[src/rtl/mira_ctrl.sv]
// -----------------------------------------------------------------------------
// mira_ctrl : motion and fire controller for the crosshair sprite generator.
//
// Debounces the raw left/right/fire pushbuttons and paces crosshair movement
// against the video frame tick. Movement starts slow (one step every SLOW_DIV
// frames) and switches to one step per frame after HOLD_FRAMES frames of
// continuous hold. Fire produces one shot per press, followed by a frame-based
// cooldown and a mandatory release.
//
// Ports:
//   clk         system/pixel clock, single domain
//   nrst        synchronous active-low reset
//   btn_left    raw pushbutton, active-high, asynchronous
//   btn_right   raw pushbutton, active-high, asynchronous
//   btn_fire    raw pushbutton, active-high, asynchronous
//   frame_tick  one-cycle pulse per video frame
//   cnt_en      one-cycle step enable to the crosshair counter
//   updown      step direction, 1 = right (increment), 0 = left
//   shot        one-cycle fire pulse
//   fire_ready  high while the fire FSM is idle
// -----------------------------------------------------------------------------
module mira_ctrl #(
    parameter int DEB_CYCLES  = 250000,
    parameter int SLOW_DIV    = 4,
    parameter int HOLD_FRAMES = 30,
    parameter int COOL_FRAMES = 20
) (
    input  logic clk,
    input  logic nrst,
    input  logic btn_left,
    input  logic btn_right,
    input  logic btn_fire,
    input  logic frame_tick,
    output logic cnt_en,
    output logic updown,
    output logic shot,
    output logic fire_ready
);

    localparam int DEB_W = 18;
    localparam logic [DEB_W-1:0] DEB_LAST  = DEB_W'(DEB_CYCLES - 1);
    localparam logic [3:0]       DIV_LAST  = 4'(SLOW_DIV - 1);
    localparam logic [5:0]       HOLD_MAX  = 6'(HOLD_FRAMES);
    localparam logic [5:0]       COOL_LAST = 6'(COOL_FRAMES - 1);

    // Button vector order: [0] left, [1] right, [2] fire
    logic [2:0]            raw_s;
    logic [2:0]            sync1_r;
    logic [2:0]            sync2_r;
    logic [2:0]            deb_r;
    logic [2:0][DEB_W-1:0] deb_cnt_r;

    assign raw_s = {btn_fire, btn_right, btn_left};

    // Two-flop synchronizer for the asynchronous buttons
    always_ff @(posedge clk) begin
        if (!nrst) begin
            sync1_r <= 3'b000;
            sync2_r <= 3'b000;
        end else begin
            sync1_r <= raw_s;
            sync2_r <= sync1_r;
        end
    end

    // Per-button debounce: accept a change only after DEB_CYCLES consecutive disagreeing cycles
    always_ff @(posedge clk) begin
        if (!nrst) begin
            deb_r     <= 3'b000;
            deb_cnt_r <= {3{{DEB_W{1'b0}}}};
        end else begin
            for (int i = 0; i < 3; i++) begin
                if (sync2_r[i] != deb_r[i]) begin
                    if (deb_cnt_r[i] == DEB_LAST) begin
                        deb_r[i]     <= sync2_r[i];
                        deb_cnt_r[i] <= {DEB_W{1'b0}};
                    end else begin
                        deb_cnt_r[i] <= deb_cnt_r[i] + DEB_W'(1);
                    end
                end else begin
                    deb_cnt_r[i] <= {DEB_W{1'b0}};
                end
            end
        end
    end

    // ------------------------------------------------------------------------
    // Movement pacing
    // ------------------------------------------------------------------------
    logic       active_s;
    logic       dir_s;
    logic       step_s;
    logic [5:0] hold_r;
    logic [5:0] hold_nxt_s;
    logic [3:0] div_r;
    logic [3:0] div_nxt_s;
    logic       cnt_en_r;
    logic       updown_r;

    assign active_s = deb_r[0] ^ deb_r[1];
    assign dir_s    = deb_r[1];

    // Step decision and hold/divider update, evaluated only on a frame tick.
    // While a hold is in progress updown_r always equals the held direction,
    // so a mismatch means the player reversed without letting go.
    always_comb begin
        step_s     = 1'b0;
        hold_nxt_s = hold_r;
        div_nxt_s  = div_r;
        if (frame_tick) begin
            if (!active_s) begin
                hold_nxt_s = 6'd0;
                div_nxt_s  = 4'd0;
            end else if ((hold_r == 6'd0) || (dir_s != updown_r)) begin
                step_s     = 1'b1;
                hold_nxt_s = 6'd1;
                div_nxt_s  = 4'd0;
            end else if (hold_r >= HOLD_MAX) begin
                step_s     = 1'b1;
                div_nxt_s  = 4'd0;
            end else begin
                hold_nxt_s = hold_r + 6'd1;
                if (div_r == DIV_LAST) begin
                    step_s    = 1'b1;
                    div_nxt_s = 4'd0;
                end else begin
                    div_nxt_s = div_r + 4'd1;
                end
            end
        end else begin
            hold_nxt_s = hold_r;
            div_nxt_s  = div_r;
        end
    end

    // Movement state and registered step outputs
    always_ff @(posedge clk) begin
        if (!nrst) begin
            hold_r   <= 6'd0;
            div_r    <= 4'd0;
            cnt_en_r <= 1'b0;
            updown_r <= 1'b1;
        end else begin
            hold_r   <= hold_nxt_s;
            div_r    <= div_nxt_s;
            cnt_en_r <= step_s;
            if (step_s) begin
                updown_r <= dir_s;
            end
        end
    end

    // ------------------------------------------------------------------------
    // Fire FSM
    // ------------------------------------------------------------------------
    typedef enum logic [1:0] {
        IDLE    = 2'd0,
        SHOT    = 2'd1,
        COOL    = 2'd2,
        RELEASE = 2'd3
    } fire_state_t;

    fire_state_t state_r;
    fire_state_t state_nxt_s;
    logic [5:0]  cool_r;
    logic [5:0]  cool_nxt_s;
    logic        fire_s;
    logic        shot_r;
    logic        fire_ready_r;

    assign fire_s = deb_r[2];

    // Fire FSM next-state and cooldown counter update
    always_comb begin
        state_nxt_s = state_r;
        cool_nxt_s  = cool_r;
        case (state_r)
            IDLE: begin
                if (fire_s) begin
                    state_nxt_s = SHOT;
                end else begin
                    state_nxt_s = IDLE;
                end
            end
            SHOT: begin
                state_nxt_s = COOL;
                cool_nxt_s  = 6'd0;
            end
            COOL: begin
                if (frame_tick) begin
                    if (cool_r == COOL_LAST) begin
                        state_nxt_s = RELEASE;
                        cool_nxt_s  = 6'd0;
                    end else begin
                        cool_nxt_s  = cool_r + 6'd1;
                    end
                end else begin
                    cool_nxt_s = cool_r;
                end
            end
            RELEASE: begin
                if (!fire_s) begin
                    state_nxt_s = IDLE;
                end else begin
                    state_nxt_s = RELEASE;
                end
            end
            default: begin
                state_nxt_s = IDLE;
                cool_nxt_s  = 6'd0;
            end
        endcase
    end

    // Fire FSM state register; outputs are registered from the next state so
    // they line up with the state they describe
    always_ff @(posedge clk) begin
        if (!nrst) begin
            state_r      <= IDLE;
            cool_r       <= 6'd0;
            shot_r       <= 1'b0;
            fire_ready_r <= 1'b1;
        end else begin
            state_r      <= state_nxt_s;
            cool_r       <= cool_nxt_s;
            shot_r       <= (state_nxt_s == SHOT);
            fire_ready_r <= (state_nxt_s == IDLE);
        end
    end

    assign cnt_en     = cnt_en_r;
    assign updown     = updown_r;
    assign shot       = shot_r;
    assign fire_ready = fire_ready_r;

endmodule

[config.mk]
export PLATFORM = sky130hd
export DESIGN_NAME = mira_ctrl
export DESIGN_NICKNAME = d
export VERILOG_FILES = /design/src/rtl/mira_ctrl.sv
export SDC_FILE = /design/constraint.sdc
export NUM_CORES = 1
export LEC_CHECK = 0
export CAP_MARGIN = 20
export CORE_MARGIN = 5
export CORE_UTILIZATION = 34
export CTS_BUF_LIST = sky130_fd_sc_hd__clkbuf_4
export DETAILED_ROUTE_END_ITERATION = 8
export SETUP_SLACK_MARGIN = 0.1
export SYNTH_ARGS = -nofsm -noshare
export SYNTH_HDL_FRONTEND = slang
export SYNTH_SLANG_ARGS = --single-unit
export TNS_END_PERCENT = 10
[constraint.sdc]
create_clock -name clk -period 4 [get_ports clk]
set_input_delay 0.8 -clock clk [delete_from_list [all_inputs] [get_ports clk]]
set_output_delay 0.8 -clock clk [all_outputs]
set_load 0.02 [all_outputs]
==> results.md <==
* Post-synth ARST share at 0
* 1st-pass router iterations at 4
* Vias per cell at 5.161
* Final hold viol count at 0
* R2R cell count at 6
* Post-synth EDFFs at 0
* Max_cap viols at 0
* Syn Std Cell Area at 0.003923 mm^2
* Seq/Total Area, Yosys at 0.4338
* Vias in the first global route at 2926
* Initial antenna violation count at 0
* Worst r2r src: hold_r[0]
* Worst slew pin tran at 0.7673 ns
* Placed cells at 586
* Delay of the slowest critical-path stage at 0.66 ns
* Largest net degree at the start of global routing at 18
* Reg clk slew, reported paths at 0.13 ns
* Drt drc at 0
* Worst Hold Class: reg -> reg
* Worst Path Buf+Inv at 1
* Commonest non-fill, non-tap cell in the layout: dfxtp_1
* Final cell count without fillers at 602
* Synth Register Bits at 85
* Detail Route Antenna Nets at 0
* Final setup margin at 1.651 ns
* CP Data Arrival Time at 1.55 ns
* Cell family with most CP delay: buffers and inverters
* Top-area cell type share of the netlist area at 0.4338
* Unrepaired setup endpoints after global routing: false
* CTS buffer count at 9
* Pleak at 1.334 nW
* Die Area at 0.01379 mm^2
* Total I/O pin count at 10
* Clock insertion delay at the later pin of the skew report at 0.43 ns
* Area growth syn-to-layout at 10.02%
* Post-CTS setup buffer count at 0
* Final setup fails at 0
* Via count at 3107
* Post-route cell area at 0.004315 mm^2
* Largest vdd supply drop at 0.0001303 V
* Crit-path cells: clkdlybuf4s50_1
* WL/cell at 12.48 um
* CTS max path bufs at 2
* Start point of the worst hold path: sync1_r[0]
* Layout cells sized above 1 at 0.06100
* Worst hold path endpoint: sync2_r[0]
* Max Transition Viols Final at 0
* Fin util at 0.3796
* Critical Path Start Type: flop
* Register-to-Register Setup Slack at 1.92 ns
* TNS Setup at 0 ns
* CP Max Fanout at 5
* CTS H-tree lvls at 3
* Synth Instances at 446
* Iter 0 DRT Violations at 248
* Synth top area cells: dfxtp_1, nor2_1, xnor2_1, xor2_1, nand3_1
* Sink Count at 85
* GRT Residual Overflow at 0
* Hold depth at 1
* PD cells at 342.3 mW/mm^2
* Die W at 117.4 um
* Yosys warns at 0
* NumNets Final at 468
* CTS tree: built
* Status: completed
* Crit path max-delay cell type: clkdlybuf4s50_1
* Initial core utilization at 0.3450
* Fmax at 425.7 MHz
* Cells resized by post-CTS repair at 0
* First-pass GRT wire length at 13.37 mm
* Tcrit/Tclk final at 0.5873
* CP required at 3.20 ns
* CTS Hold Bufs at 0
* Total track usage at 0.1126
* Main synth FF type: dfxtp_1
* Minimum clock period at 2.349 ns
* Slew headroom at 0.4837
* Total Wirelength at 7.514 mm
* Reg-to-reg endpoint: hold_r[0]
* Worst slack, placed at 1.466 ns
* Port Buffers at 9
* Root Driver: clkbuf_4
* Core area at 0.01137 mm^2
* Die Span Y at 117.4 um
* Area after DPL at 0.004139 mm^2
* Cell taking the most area after synthesis: dfxtp_1
* ANT cells at 0
* Synth Area per Inst at 8.795 um^2
* Clock skew at 0.01864 ns
* Most frequent cells in the layout: dfxtp_1, nor2_1, nand3_1, a21oi_1, nand2_1
* GPL Wtd Cong at 0.8155
* Post-DP HPWL at 5.208 mm
* Row count at 39
* Netlist cell types at 57
* Crit end category: primary output
* Crit path kind: reg -> out
* Syn nets at 460
-- metal layers --
layer / share of wire / up-vias / global-route usage
met5: 0 / - / 0
met4: 0.021 / 0 / 0.05511
met3: 0.032 / 14 / 0.02406
met2: 0.44 / 49 / 0.1644
met1: 0.51 / 1428 / 0.1565
li1: - / 1616 / -
-- worst max-delay path by stage --
stage	startpoint	endpoint	slack, ns	cells past startpoint
3_5_place_dp	nrst	fire_ready	1.47	4
3_3_place_gp	nrst	fire_ready	1.51	4
2_1_floorplan	deb_cnt_r[0]	deb_cnt_r[10]	2.25	6
4_1_cts	updown	updown	1.60	1
5_1_grt	updown	updown	1.58	1
6_report	updown	updown	1.65	1
-- power by group --
part           internal [W]  leakage [nW]  switching (W)
registers          0.000850         0.686     0.00000213
clock network      0.000318        0.0931       0.000281
logic            0.00000872         0.555      0.0000170
total               0.00118          1.33       0.000300
-- cell usage after synthesis, types with 9 or more instances --
| cell type | n |
|---|---|
| xnor2_1 | 23 |
| a21oi_1 | 26 |
| nor2_1 | 54 |
| nand2_1 | 24 |
| o31ai_1 | 9 |
| nand4_1 | 15 |
| and3_1 | 9 |
| nor3_1 | 9 |
| dfxtp_1 | 85 |
| inv_1 | 15 |
| nand3_1 | 35 |
| nor4_1 | 12 |
| xor2_1 | 22 |
| o21ai_0 | 9 |
-- logic make-up (layout without fill, tap and decap cells) --
logic type,count (synthesis),after routing,share of synthesized area
AND/OR/NAND/NOR,213,213,0.2973
flip-flops,85,85,0.4338
AO/OA/AOI/OAI,67,67,0.1126
XOR/XNOR,45,45,0.1005
buffers and inverters,27,40,0.02775
adder cells (fa/ha/maj),8,8,0.02552
multiplexers,1,1,0.002552
-- worst register-to-register path: cells and delay by family (launching register included) --
family          cells  cell delay (ns)
buf+inv             1             0.10
simple gates        1             0.65
compound gates      3             0.54
flops               1             0.45
fa+ha+maj           1             0.22
-- area by class of cell --
cell class / count / area (um^2)
multi-input combinational: 334 / 2112
timing repair buffer: 9 / 90.09
clock buffer: 10 / 75.07
fill: 1139 / 7054
clock inverter: 6 / 101.3
inverter: 15 / 56.30
sequential: 85 / 1702
tap: 143 / 178.9
-- sequential cells by signal, summed over array words and instances (netlist names) --
signal	cells
cool_r	6
hold_r	6
div_r	4
sync2_r	3
shot	1
deb_r	3
updown	1
state_r	2
deb_cnt_r	54
cnt_en	1
fire_ready	1
sync1_r	3
-- stage by stage --
stage / hold WS (ns) / power, W
after floorplan: 0.4119 / 0.0008866
after global placement: 0.4163 / 0.0008965
after detailed placement: 0.4199 / 0.0008969
after CTS: 0.4448 / 0.001495
after global routing: 0.4795 / 0.001529
final: 0.4383 / 0.001477
(Power assumes the default switching activity.)
